## src/rtl/reset_req_gen.sv

```systemverilog
// -----------------------------------------------------------------------------
// reset_req_gen
//
// Purpose:
//   Collects reset requests from three sources and turns the winning request
//   into one clean, fixed-width, flop-driven reset request pulse:
//     - board button (asynchronous; synchronized and debounced here)
//     - hardware watchdog (optional, see RESET_REQ_WATCHDOG_EN)
//     - software request (single-cycle pulse, synchronous to clk)
//   After each pulse a hold-off window ignores further requests, so one
//   press or one timeout produces exactly one pulse.
//
// Ports:
//   clk        in   design clock
//   RESET      in   asynchronous, active-high reset
//   btn        in   raw board button, asynchronous, active-high
//   sw_req     in   software reset request, single-cycle pulse
//   wdt_en     in   watchdog enable level
//   wdt_kick   in   watchdog service pulse
//   rst_req    out  active-high reset request (registered)
//   rst_cause  out  last accepted cause: 0 none, 1 button, 2 watchdog, 3 sw
//   busy       out  high while the request FSM is not idle
//
// Build option:
//   RESET_REQ_WATCHDOG_EN  defined   -> watchdog counter is built in
//                          undefined -> no watchdog; wdt_en/wdt_kick ignored
// -----------------------------------------------------------------------------
module reset_req_gen #(
  parameter int DEB_CNT     = 50000,
  parameter int PULSE_LEN   = 16,
  parameter int HOLDOFF     = 1000,
  parameter int WDT_TIMEOUT = 1000000
) (
  input  logic       clk,
  input  logic       RESET,
  input  logic       btn,
  input  logic       sw_req,
  input  logic       wdt_en,
  input  logic       wdt_kick,
  output logic       rst_req,
  output logic [1:0] rst_cause,
  output logic       busy
);

  // Debounce counter only ever holds 0..DEB_CNT-1.
  localparam int DEB_W = (DEB_CNT > 1) ? $clog2(DEB_CNT) : 1;
  localparam logic [DEB_W-1:0] DEB_LAST = DEB_W'(DEB_CNT - 1);

  // One shared counter times both the pulse and the hold-off window.
  localparam int CNT_MAX = (PULSE_LEN > HOLDOFF) ? PULSE_LEN : HOLDOFF;
  localparam int CNT_W   = $clog2(CNT_MAX + 1);
  localparam logic [CNT_W-1:0] PULSE_LAST = CNT_W'(PULSE_LEN - 1);
  localparam logic [CNT_W-1:0] HOLD_LAST  = CNT_W'((HOLDOFF > 0) ? HOLDOFF - 1 : 0);

  typedef enum logic [1:0] {
    ST_IDLE  = 2'd0,
    ST_PULSE = 2'd1,
    ST_HOLD  = 2'd2
  } state_t;

  state_t             r_state;
  state_t             w_state_next;
  logic [CNT_W-1:0]   r_cnt;
  logic [CNT_W-1:0]   w_cnt_next;
  logic [1:0]         r_cause;
  logic [1:0]         w_cause_next;
  logic               r_rst_req;

  logic               r_sync1;
  logic               r_sync2;
  logic               r_btn_db;
  logic [DEB_W-1:0]   r_deb_cnt;
  logic               w_deb_hit;
  logic               w_btn_event;
  logic               w_wdt_event;

  // ---------------------------------------------------------------------------
  // Button: 2-flop synchronizer, then debounce on the synchronized level.
  // ---------------------------------------------------------------------------
  always_ff @(posedge clk or posedge RESET) begin
    if (RESET) begin
      r_sync1 <= 1'b0;
      r_sync2 <= 1'b0;
    end else begin
      r_sync1 <= btn;
      r_sync2 <= r_sync1;
    end
  end

  // The new level must differ from btn_db for DEB_CNT consecutive cycles.
  assign w_deb_hit = (r_sync2 != r_btn_db) && (r_deb_cnt == DEB_LAST);

  always_ff @(posedge clk or posedge RESET) begin
    if (RESET) begin
      r_btn_db  <= 1'b0;
      r_deb_cnt <= '0;
    end else if (r_sync2 == r_btn_db) begin
      r_deb_cnt <= '0;
    end else if (w_deb_hit) begin
      r_btn_db  <= ~r_btn_db;
      r_deb_cnt <= '0;
    end else begin
      r_deb_cnt <= r_deb_cnt + 1'b1;
    end
  end

  // Event coincides with the edge at which btn_db goes 0 -> 1.
  assign w_btn_event = w_deb_hit & ~r_btn_db;

  // ---------------------------------------------------------------------------
  // Watchdog
  // ---------------------------------------------------------------------------
`ifdef RESET_REQ_WATCHDOG_EN
  localparam logic [23:0] WDT_LAST = 24'(WDT_TIMEOUT - 1);
  logic [23:0] r_wdt_cnt;
  logic        w_wdt_hold;

  // Counter is parked while disabled, kicked, or a request is in progress.
  assign w_wdt_hold  = ~wdt_en | wdt_kick | (r_state != ST_IDLE);
  assign w_wdt_event = ~w_wdt_hold & (r_wdt_cnt == WDT_LAST);

  always_ff @(posedge clk or posedge RESET) begin
    if (RESET) begin
      r_wdt_cnt <= '0;
    end else if (w_wdt_hold || (r_wdt_cnt == WDT_LAST)) begin
      r_wdt_cnt <= '0;
    end else begin
      r_wdt_cnt <= r_wdt_cnt + 24'd1;
    end
  end
`else
  logic w_unused_wdt;
  assign w_unused_wdt = wdt_en ^ wdt_kick;
  assign w_wdt_event  = 1'b0;
`endif

  // ---------------------------------------------------------------------------
  // Request FSM: IDLE -> PULSE -> HOLD -> IDLE
  // ---------------------------------------------------------------------------
  always_comb begin
    w_state_next = r_state;
    w_cnt_next   = r_cnt;
    w_cause_next = r_cause;
    case (r_state)
      ST_IDLE: begin
        // Fixed priority: button > watchdog > software.
        if (w_btn_event) begin
          w_state_next = ST_PULSE;
          w_cnt_next   = PULSE_LAST;
          w_cause_next = 2'd1;
        end else if (w_wdt_event) begin
          w_state_next = ST_PULSE;
          w_cnt_next   = PULSE_LAST;
          w_cause_next = 2'd2;
        end else if (sw_req) begin
          w_state_next = ST_PULSE;
          w_cnt_next   = PULSE_LAST;
          w_cause_next = 2'd3;
        end
      end
      ST_PULSE: begin
        if (r_cnt == '0) begin
          w_state_next = ST_HOLD;
          w_cnt_next   = '0;
        end else begin
          w_cnt_next = r_cnt - 1'b1;
        end
      end
      ST_HOLD: begin
        // Counter saturates; a held button keeps us here past the window.
        if (r_cnt == HOLD_LAST) begin
          if (!r_btn_db) begin
            w_state_next = ST_IDLE;
            w_cnt_next   = '0;
          end
        end else begin
          w_cnt_next = r_cnt + 1'b1;
        end
      end
      default: begin
        w_state_next = ST_IDLE;
        w_cnt_next   = '0;
      end
    endcase
  end

  always_ff @(posedge clk or posedge RESET) begin
    if (RESET) begin
      r_state   <= ST_IDLE;
      r_cnt     <= '0;
      r_cause   <= 2'd0;
      r_rst_req <= 1'b0;
    end else begin
      r_state   <= w_state_next;
      r_cnt     <= w_cnt_next;
      r_cause   <= w_cause_next;
      // Registered so the request line never glitches.
      r_rst_req <= (w_state_next == ST_PULSE);
    end
  end

  assign rst_req   = r_rst_req;
  assign rst_cause = r_cause;
  assign busy      = (r_state != ST_IDLE);

endmodule

```

## config.mk

```make
export PLATFORM = sky130hd
export DESIGN_NAME = reset_req_gen
export DESIGN_NICKNAME = d
export VERILOG_FILES = /design/src/rtl/reset_req_gen.sv
export SDC_FILE = /design/constraint.sdc
export NUM_CORES = 1
export LEC_CHECK = 0
export CAP_MARGIN = 15
export CORE_MARGIN = 1.5
export CORE_UTILIZATION = 55
export DETAILED_ROUTE_END_ITERATION = 8
export PLACE_DENSITY = 0.72
export REMOVE_ABC_BUFFERS = 1
export SLEW_MARGIN = 30
export SYNTH_ARGS = -nofsm -noshare
export SYNTH_HDL_FRONTEND = slang
export SYNTH_SLANG_ARGS = --single-unit
export TNS_END_PERCENT = 50
```

## constraint.sdc

```tcl
create_clock -name clk -period 2.5 [get_ports clk]
set_input_delay 0.75 -clock clk [delete_from_list [all_inputs] [get_ports clk]]
set_output_delay 0.75 -clock clk [all_outputs]
set_load 0.03 [all_outputs]
```

==> results by group, run 1 <==
Setup path
  • Kind of end point of the critical path: output pin
  • Setup crit start: r_state[1]
  • Critical path type: reg -> out
  • Worst r2r src: r_deb_cnt[5]
  • Element type at the critical path start: flip-flop
  • CP arrival: 1.49 ns
  • Worst-path maximum fanout: 8
  • Critical path data required time: 1.75 ns
  • Depth of the most critical reg-to-reg path: 5

Die
  • Number of core rows: 21
  • Number of placed I/O pins: 10
  • Die X: 62.6 um
  • Standard cell core area: 0.00336 sq mm
  • Floorplan die area: 0.00392 sq mm
  • Height of the chip: 62.6 um
  • Starting density of the core: 58.1%

Cells and area
  • # nets final: 224
  • Fillcell total: 313
  • Area overhead of the layout relative to synthesis: 7.62%
  • Antenna cells: 0
  • Final Non-Filler Cells: 261
  • Combined flip-flop and latch cell area: 851 sq um
  • Layout cells sized above 1: 8.84%
  • Multi-input logic area: 0.00100 sq mm
  • Summed area of non-filler cells in the final layout: 0.00210 sq mm

Yosys
  • FFs w/ async S/R, synth: 100%
  • Netlist area before placement: 0.00195 sq mm
  • Gate Count Post-Synth: 208
  • Cell taking the most area after synthesis: dfrtp_1
  • Post-synth EDFFs: 0
  • Post-synth top flop: dfrtp_1
  • Register area share after synthesis: 43.6%
  • Number of warnings printed during yosys synthesis: 0
  • Commonest cells post-synth: dfrtp_1, nor2_1, nand3_1, inv_1
  • Main area contributors after synthesis: dfrtp_1, nor2_1, xor2_1, xnor2_1, nand3_1
  • Number of synthesized register bits: 34
  • Most frequent cell after synthesis: dfrtp_1
  • Distinct cells, synth: 51
  • Syn_area_per_cell: 9.39 sq um
  • Share of Yosys cell area claimed by the top area cell type: 43.6%

Routing
  • First-pass iteration count of the detailed router: 4
  • Average wire per cell in the routed design: 15.4 um
  • Final WL: 4010 um
  • Vias per std cell: 6.13
  • Vias after detailed routing: 1600
  • Final ANT Viol Nets: 0
  • DR iter-0 viols: 176
  • DRC Markers: 0

Place
  • Placed cell count: 253
  • Post-place setup slack: 0.241 ns
  • Instance area at placement: 0.00204 sq mm
  • Hpwl dp: 2840 um
  • Number of port buffers: 7
  • Gpl congestion: 0.833

Timing
  • Max Clock Skew: 0.0123 ns
  • Worst Max-Slew Pin Slew: 0.631 ns
  • Hold Fails Final Rpt: 0
  • Post-route minimum period: 2.24 ns
  • Max transition margin: 57.5%
  • Fin crit share: 89.7%
  • Setup repair after global routing missed its margin: no
  • Final setup vio count: 0
  • Final Max Tran Viols: 0
  • Worst Slack Setup Final: 0.258 ns
  • Setup Total Neg Slack: 0 ns
  • Timing-limited maximum frequency: 446 MHz
  • Fin Hold WS: 0.384 ns

Clocking
  • Clock Sink Count: 34
  • Inserted Clock Buffers: 5
  • Total of hold buffers inserted after clock tree synthesis: 0
  • Cell at the root of the clock tree: clkbuf_4
  • Clock tree from TritonCTS: built
  • Clock transition at the register clock pins on the worst setup and hold paths after CTS: 0.10 ns
  • Worst skew pair latency: 0.33 ns
  • H-Tree Level Count: 2
  • Worst-case clock buffer depth: 2

Job
  • Number of max-cap violations: 0

Global route
  • Pin count of the biggest net entering global routing: 32
  • Wire length of the first global-routing pass: 7130 um
  • Number of antenna violations at the first check in global routing: 0
  • Vias in the first global route: 1570
  • Grt total ovfl: 0
  • Total routing resource utilization after global routing: 23.0%

Min path
  • Class of the most critical hold timing path: reg -> reg
  • Origin of the worst min-delay path: r_sync1
  • Hold depth: 0

Pwr
  • Maximum ir drop on the vdd rail: 0.398 mV
  • Power per Cell Area: 430 mW/mm^2
  • Leakage power summed over all cells: 0.900 nW

Status
  • Outcome: finished clean
final cells by class:
type / count / area share, %
repair buffers: 11 / 4.70
inverters: 9 / 1.61
clock inverters: 1 / 0.238
clock buffers: 7 / 2.62
flip-flops and latches: 34 / 40.5
well taps: 46 / 2.74
multi-input cells: 153 / 47.6
power by group:
group | switching (W) | internal [W]
clock | 0.000178 | 0.000136
sequential | 0.00000328 | 0.000555
combinational | 0.0000200 | 0.0000111
total | 0.000201 | 0.000702
placed cells by master (no fill, tap or decap), types with 4 or more instances in the layout:
cell type,count
buf_4,4
a31oi_1,5
nand2b_1,5
clkdlybuf4s50_1,6
o22a_1,6
dfrtp_1,34
a21oi_1,8
inv_1,9
xor2_1,8
nand2_1,8
ha_1,4
nor3_1,8
and3_1,6
xnor2_1,7
a221oi_1,4
nand3_1,12
clkbuf_4,5
nor2_1,27
o21ai_0,6
worst max-delay path: stages (launching register included):
cell and delay (ns):
dfrtp_1 0.47, nor2_1 0.25, inv_1 0.07, dlygate4sd2_1 0.36
final timing paths:
check                                 to  slack [ns]
hold / removal                   r_sync2        0.38
setup / recovery                    busy        0.26
min in group asynchronous   r_deb_cnt[0]        0.59
max in group asynchronous  r_deb_cnt[13]        1.30
hold reg to reg                  r_sync2        0.38
setup reg to reg                r_cnt[8]        0.30
logic make-up after synthesis:
group,count (synthesis),share of synthesized area (%)
AND/OR/NAND/NOR,84,22.3
buffers and inverters,21,5.19
adder cells (fa/ha/maj),4,2.56
AO/OA/AOI/OAI,50,19.7
XOR/XNOR,15,6.73
flip-flops,34,43.6
state kept, by name, indices dropped and copies added (netlist names):
register and cells:
r_sync1 1, r_btn_db 1, rst_req 1, r_state 2, r_deb_cnt 16, rst_cause 2
r_cnt 10, r_sync2 1
layer usage:
| metal | vias up | wire [um] | part of all wire, % | GRT usage, % |
|---|---|---|---|---|
| met1 | 767 | 1720 | 43 | 29.1 |
| met2 | 56 | 2020 | 50 | 37.1 |
| met5 | - | 0 | 0 | 0 |
| met3 | 8 | 196 | 4.9 | 5.95 |
| met4 | 0 | 73 | 1.8 | 10.8 |
| li1 | 769 | - | - | - |
what timing repair did:
action	4_1_cts	5_1_grt
endpoints found under the setup margin	1	0
gates resized for setup	1	0
buffers inserted	0	0
stage by stage:
| stage | util, % | power (W) |
|---|---|---|
| 2_1_floorplan | - | 0.000587 |
| 3_3_place_gp | 60.8 | 0.000600 |
| 3_5_place_dp | 60.8 | 0.000601 |
| 4_1_cts | 62.5 | 0.000919 |
| 5_1_grt | 62.5 | 0.000950 |
| 6_report | 62.5 | 0.000904 |
Power figures use the tool's default switching activity.
==> run 2, diff against run 1 <==
Settings changed: SETUP_SLACK_MARGIN set to 0.3.
==> run 2 against run 1 <==
Clock power about the same. First-iteration DRC count up 32%. Combinational power about the same. Flip-flop and latch count unchanged. Global-route usage unchanged. Final area up 1.7%. Critical endpoint is now r_cnt[8].
==> results by group, run 2 (synthesized netlist as in run 1, its figures left out) <==
Cells and area
  • Area overhead of the layout relative to synthesis: 9.42% (was 7.62%)
  • Most common cell after layout, fill and taps aside: dfrtp_1 (unchanged)
  • Combined flip-flop and latch cell area: 853 sq um (was 851 sq um)
  • Registers with the highest flip-flop counts: r_deb_cnt: 16 flops, r_cnt: 10 flops (unchanged)
  • Antenna cells: 0 (unchanged)
  • Multi-input logic area: 0.00102 sq mm (was 0.00100 sq mm)
  • Max FFs per register: 16 (unchanged)
  • Most frequent cells in the layout: dfrtp_1, nor2_1, nand3_1 (unchanged)
  • Fillcell total: 304 (was 313)
  • Layout cells sized above 1: 11.5% (was 8.84%)
  • Register with the highest flop count: r_deb_cnt (unchanged)
  • # nets final: 226 (was 224)

Clocking
  • Clock transition at the register clock pins on the worst setup and hold paths after CTS: 0.10 ns (about the same)
  • Worst skew pair latency: 0.33 ns (about the same)
  • Worst-case clock buffer depth: 2 (unchanged)
  • Inserted Clock Buffers: 5 (unchanged)
  • H-Tree Level Count: 2 (unchanged)
  • Cell at the root of the clock tree: clkbuf_4 (unchanged)
  • Clock tree from TritonCTS: built (unchanged)
  • Clock Sink Count: 34 (unchanged)

Global route
  • Total routing resource utilization after global routing: 23.0% (unchanged)
  • Vias in the first global route: 1570 (unchanged)
  • Wire length of the first global-routing pass: 7130 um (unchanged)
  • Pin count of the biggest net entering global routing: 32 (unchanged)
  • Number of antenna violations at the first check in global routing: 0 (unchanged)
  • Grt total ovfl: 0 (unchanged)

Routing
  • Final WL: 4010 um (about the same)
  • Average wire per cell in the routed design: 15.3 um (was 15.4 um)
  • First-pass iteration count of the detailed router: 4 (unchanged)
  • Vias per std cell: 6.12 (was 6.13)
  • Final ANT Viol Nets: 0 (unchanged)
  • Vias after detailed routing: 1609 (was 1600)
  • DRC Markers: 0 (unchanged)
  • DR iter-0 viols: 232 (was 176)

Pwr
  • Leakage power summed over all cells: 0.910 nW (was 0.900 nW)
  • Maximum ir drop on the vdd rail: 0.393 mV (was 0.398 mV)
  • Power per Cell Area: 423 mW/mm^2 (was 430 mW/mm^2)

Job
  • Number of max-cap violations: 0 (unchanged)

Status
  • Outcome: finished clean (unchanged)

Timing
  • Setup Total Neg Slack: 0 ns (unchanged)
  • Fin Hold WS: 0.380 ns (was 0.384 ns)
  • Timing-limited maximum frequency: 467 MHz (was 446 MHz)
  • Final setup vio count: 0 (unchanged)
  • Worst Max-Slew Pin Slew: 0.640 ns (was 0.631 ns)
  • Post-route minimum period: 2.14 ns (was 2.24 ns)
  • Setup repair after global routing missed its margin: no (unchanged)
  • Hold Fails Final Rpt: 0 (unchanged)
  • Max Clock Skew: 0.0131 ns (was 0.0123 ns)
  • Max transition margin: 57.0% (was 57.5%)
  • Final Max Tran Viols: 0 (unchanged)
  • Fin crit share: 85.6% (was 89.7%)

Place
  • Number of port buffers: 7 (unchanged)
  • Gpl congestion: 0.833 (unchanged)
  • Hpwl dp: 2840 um (unchanged)

Setup path
  • Critical path data required time: 2.71 ns (was 1.75 ns)
  • Setup slack of the worst register-to-register path: 0.36 ns (was 0.30 ns)
  • Setup crit start: r_deb_cnt[5] (was r_state[1])
  • Worst-path maximum fanout: 9 (was 8)
  • Critical path type: reg -> reg (was reg -> out)
  • CP arrival: 2.35 ns (was 1.49 ns)
  • Depth of the most critical reg-to-reg path: 5 (unchanged)
  • Element type at the critical path start: flip-flop (unchanged)
  • Worst r2r src: r_deb_cnt[5] (unchanged)
  • Kind of end point of the critical path: flip-flop (was output pin)
  • R2r endpoint: r_cnt[8] (unchanged)

Min path
  • Hold depth: 0 (unchanged)
  • Origin of the worst min-delay path: r_sync1 (unchanged)
  • Class of the most critical hold timing path: reg -> reg (unchanged)
  • Capture endpoint of the worst hold path: r_sync2 (unchanged)

Die
  • Die X: 62.6 um (unchanged)
  • Standard cell core area: 0.00336 sq mm (unchanged)
  • Height of the chip: 62.6 um (unchanged)
  • Number of core rows: 21 (unchanged)
  • Number of placed I/O pins: 10 (unchanged)
  • Floorplan die area: 0.00392 sq mm (unchanged)
  • Starting density of the core: 58.1% (unchanged)
-- run 2: cell count changes in the layout (fill, tap and decap cells not counted) --
cell / delta
nor2_1: -1
dfrtp_2: +2
a31oi_4: +1
a21o_2: +1
buf_4: +2
nor2_4: +1
a31oi_2: -1
dfrtp_1: -2
a21o_1: -1
-- run 2: layer usage --
layer | wire [um] | share of wire [%] | GRT usage [%] | vias to the layer above
li1 | - | - | - | 773
met4 | 74 | 1.8 | 10.8 | 0
met5 | 0 | 0 | 0 | -
met3 | 196 | 4.9 | 5.95 | 8
met1 | 1660 | 41 | 29.1 | 779
met2 | 2080 | 52 | 37.1 | 49
-- run 2: critical path, stage by stage, from the launching register on --
cell and delay (ns):
dfrtp_1 0.46, nand4bb_1 0.22, or4_1 0.56, o21ai_0 0.33, a21o_2 0.32, a31oi_1 0.12
-- run 2: repair_timing --
item,CTS,global route
hold buffers,0,0
setup endpoints to repair,1,10
resized for setup,3,4
setup buffers,0,2
-- run 2: worst max-delay path by stage --
stage / to / slack [ns] / cells past startpoint
floorplan: r_cnt[2] / 0.39 / 5
global placement: r_cnt[5] / 0.28 / 6
detailed placement: r_cnt[8] / 0.24 / 6
CTS: busy / 0.31 / 3
global route: r_cnt[5] / 0.29 / 5
finish: r_cnt[8] / 0.36 / 5
-- run 2: power breakdown --
| part | internal [W] | switching, W |
|---|---|---|
| logic | 0.0000111 | 0.0000203 |
| clock network | 0.000136 | 0.000178 |
| registers | 0.000555 | 0.00000334 |
| total | 0.000702 | 0.000201 |
-- run 2: through the flow --
stage	area [sq um]	total power, W	utilization (%)	worst slack, ns	instances
after floorplan	1890	0.000587	-	0.389	196
after global placement	2040	0.000600	60.8	0.280	253
after detailed placement	2040	0.000601	60.8	0.241	253
after CTS	2110	0.000919	62.6	0.311	261
after global routing	2140	0.000951	63.5	0.295	263
final	2140	0.000904	63.5	0.361	263
-- run 2: area by class of cell --
cell class,count,area share (%)
clock buffers,7,2.58
clock inverters,1,0.234
inverters,9,1.58
multi-input cells,153,47.7
flip-flops and latches,34,39.9
well taps,46,2.69
repair buffers,13,5.33
==> run 3, diff against run 2 <==
--- a/config.mk
+++ b/config.mk
@@ -8,6 +8,8 @@
 export CAP_MARGIN = 15
+export CELL_PAD_IN_SITES_DETAIL_PLACEMENT = 1
+export CELL_PAD_IN_SITES_GLOBAL_PLACEMENT = 2
 export CORE_MARGIN = 1.5
-export CORE_UTILIZATION = 55
+export CORE_UTILIZATION = 38
 export DETAILED_ROUTE_END_ITERATION = 8
-export PLACE_DENSITY = 0.72
+export PLACE_DENSITY = 0.77
 export REMOVE_ABC_BUFFERS = 1
--- a/constraint.sdc
+++ b/constraint.sdc
@@ -3,2 +3,2 @@
 set_output_delay 0.75 -clock clk [all_outputs]
-set_load 0.03 [all_outputs]
+set_load 0.02 [all_outputs]
==> run 3 against run 2 <==
Sequential power is essentially flat. Critical path depth is the same. Combinational power increased by 2%. Register-to-register slack improved by 0.03 ns. Fmax is 1.5% higher. Flip-flop and latch count did not move. Die area grew 42%. Non-clock buffer count down 2. Worst hold slack got worse by 0.034 ns. Critical endpoint is now r_cnt[2]. Largest cell class unchanged. Highest routed layer unchanged.
==> results by group, run 3 (synthesized netlist as in run 1, its figures left out) <==
Status
  • Outcome: finished clean (unchanged)

Timing
  • Timing-limited maximum frequency: 474 MHz (was 467 MHz)
  • Setup repair after global routing missed its margin: no (unchanged)
  • Setup Total Neg Slack: 0 ns (unchanged)
  • Worst Max-Slew Pin Slew: 0.672 ns (was 0.640 ns)
  • Final setup vio count: 0 (unchanged)
  • Max transition margin: 54.8% (was 57.0%)
  • Max Clock Skew: 0.00492 ns (was 0.0131 ns)
  • Hold Fails Final Rpt: 0 (unchanged)
  • Final Max Tran Viols: 0 (unchanged)
  • Fin crit share: 84.3% (was 85.6%)
  • Fin Hold WS: 0.346 ns (was 0.380 ns)
  • Post-route minimum period: 2.11 ns (was 2.14 ns)

Min path
  • Class of the most critical hold timing path: reg -> reg (unchanged)

Setup path
  • CP arrival: 2.29 ns (was 2.35 ns)
  • Critical Path, Cell by Cell: or4_4, o31a_4, a221oi_2, a21oi_1, o22a_1 (was nand4bb_1, or4_1, o21ai_0, a21o_2, a31oi_1)
  • Critical path's slowest cell: or4_4 (was or4_1)
  • Worst r2r src: r_cnt[6] (was r_deb_cnt[5])
  • Termination of the worst setup path: r_cnt[2] (was r_cnt[8])
  • Kind of end point of the critical path: flip-flop (unchanged)
  • Element type at the critical path start: flip-flop (unchanged)
  • Depth of the most critical reg-to-reg path: 5 (unchanged)
  • Critical path data required time: 2.68 ns (was 2.71 ns)
  • Setup crit start: r_cnt[6] (was r_deb_cnt[5])
  • Worst-path maximum fanout: 10 (was 9)
  • Setup slack of the worst register-to-register path: 0.39 ns (was 0.36 ns)
  • Critical path type: reg -> reg (unchanged)
  • Critical path's largest stage delay: 0.61 ns (was 0.56 ns)
  • R2r endpoint: r_cnt[2] (was r_cnt[8])

Cells and area
  • Antenna cells: 0 (unchanged)
  • Most frequent cells in the layout: dfrtp_1, nor2_1, nand3_1 (unchanged)
  • Most common cell after layout, fill and taps aside: dfrtp_1 (unchanged)
  • Registers with the highest flip-flop counts: r_deb_cnt: 16 flops, r_cnt: 10 flops (unchanged)
  • Register with the highest flop count: r_deb_cnt (unchanged)
  • Max FFs per register: 16 (unchanged)
  • Final Non-Filler Cells: 281 (was 263)
  • # nets final: 224 (was 226)
  • Area overhead of the layout relative to synthesis: 12.9% (was 9.42%)
  • Layout cells sized above 1: 10.7% (was 11.5%)

Routing
  • Vias per std cell: 5.71 (was 6.12)
  • DRC Markers: 0 (unchanged)
  • Vias after detailed routing: 1605 (was 1609)
  • DR iter-0 viols: 55 (was 232)
  • Average wire per cell in the routed design: 16.8 um (was 15.3 um)
  • Final ANT Viol Nets: 0 (unchanged)
  • Final WL: 4730 um (was 4010 um)
  • First-pass iteration count of the detailed router: 4 (unchanged)

Die
  • Height of the chip: 74.7 um (was 62.6 um)
  • Die X: 74.7 um (was 62.6 um)
  • Starting density of the core: 40.3% (was 58.1%)
  • Number of core rows: 25 (was 21)
  • Floorplan die area: 0.00558 sq mm (was 0.00392 sq mm)
  • Number of placed I/O pins: 10 (unchanged)
  • Standard cell core area: 0.00485 sq mm (was 0.00336 sq mm)

Place
  • Number of port buffers: 7 (unchanged)
  • Gpl congestion: 0.823 (was 0.833)
  • Hpwl dp: 3410 um (was 2840 um)
  • Placed cell count: 274 (was 253)

Clocking
  • Worst-case clock buffer depth: 2 (unchanged)
  • Worst skew pair latency: 0.29 ns (was 0.33 ns)
  • Setup repair bufs after CTS: 0 (unchanged)
  • H-Tree Level Count: 2 (unchanged)
  • Clock tree from TritonCTS: built (unchanged)
  • Clock Sink Count: 34 (unchanged)
  • Inserted Clock Buffers: 5 (unchanged)
  • Clock transition at the register clock pins on the worst setup and hold paths after CTS: 0.07 ns (was 0.10 ns)
  • Cell at the root of the clock tree: clkbuf_8 (was clkbuf_4)
  • Total of hold buffers inserted after clock tree synthesis: 0 (unchanged)

Global route
  • Pin count of the biggest net entering global routing: 35 (was 32)
  • Wire length of the first global-routing pass: 7930 um (was 7130 um)
  • Vias in the first global route: 1682 (was 1570)
  • Number of antenna violations at the first check in global routing: 0 (unchanged)
  • GRT met2 Usage: 30.2% (was 37.1%)
  • M3 GR Usage: 5.49% (was 5.95%)
  • Grt total ovfl: 0 (unchanged)
  • Total routing resource utilization after global routing: 19.2% (was 23.0%)
  • Global Route met1 Usage: 25.5% (was 29.1%)
  • Grt peak-use layer: met2 (unchanged)

Pwr
  • Leakage power summed over all cells: 0.921 nW (was 0.910 nW)
  • Pwr Total: 0.00111 W (was 0.000904 W)
  • Power per Cell Area: 505 mW/mm^2 (was 423 mW/mm^2)
  • Maximum ir drop on the vdd rail: 0.276 mV (was 0.393 mV)

Job
  • Number of max-cap violations: 0 (unchanged)
==> run 3: cell types whose count changed in the layout (fill, tap and decap cells not counted), sizes merged <==
cell	previous run	this run
buf	6	4
bufinv	0	1
clkbuf	7	6
clkinv	1	0
==> run 3: area by class of cell <==
class,instances,area [sq um]
sequential,34,853
timing repair buffer,11,98.8
clock inverter,1,30.0
fill,570,2640
clock buffer,6,82.6
tap,67,83.8
multi-input combinational,153,1020
inverter,9,33.8
==> run 3: through the flow <==
stage | area (sq um) | setup WS [ns] | utilization (%)
floorplan | 1890 | 0.389 | -
global placement | 2070 | 0.252 | 42.7
detailed placement | 2070 | 0.201 | 42.7
CTS | 2180 | 0.299 | 45.0
global route | 2200 | 0.318 | 45.5
finish | 2200 | 0.392 | 45.5
==> run 3: how the worst min path moves through the flow <==
stage	depth (start not counted)	from	to
2_1_floorplan	0	r_sync1	r_sync2
3_3_place_gp	0	r_sync1	r_sync2
3_5_place_dp	0	r_sync1	r_sync2
4_1_cts	0	r_sync1	r_sync2
5_1_grt	0	r_sync1	r_sync2
6_report	0	r_sync1	r_sync2
==> run 3: report_power, final <==
part / switching (W) / leakage [nW] / internal, W
sequential: 0.00000357 / 0.419 / 0.000555
clock: 0.000204 / 0.0573 / 0.000319
combinational: 0.0000208 / 0.444 / 0.0000111
total: 0.000228 / 0.921 / 0.000885
==> run 3: per-layer routing <==
metal  vias up  wire [um]
met5         -          0
met4         0         87
met3         7        147
met2        25       2210
met1       809       2290
li1        764          -
==> run 3: repair_timing <==
| action | CTS | global route |
|---|---|---|
| pin swaps | 0 | 0 |
| resized for setup | 2 | 5 |
| endpoints found under the hold margin | 0 | 0 |
| setup endpoints to repair | 2 | 9 |
==> run 3: worst max-delay path: cells and delay by family, from the launching register on <==
kind / cells / cell delay (ns)
simple gates: 1 / 0.61
compound gates: 4 / 0.91
flops: 1 / 0.48
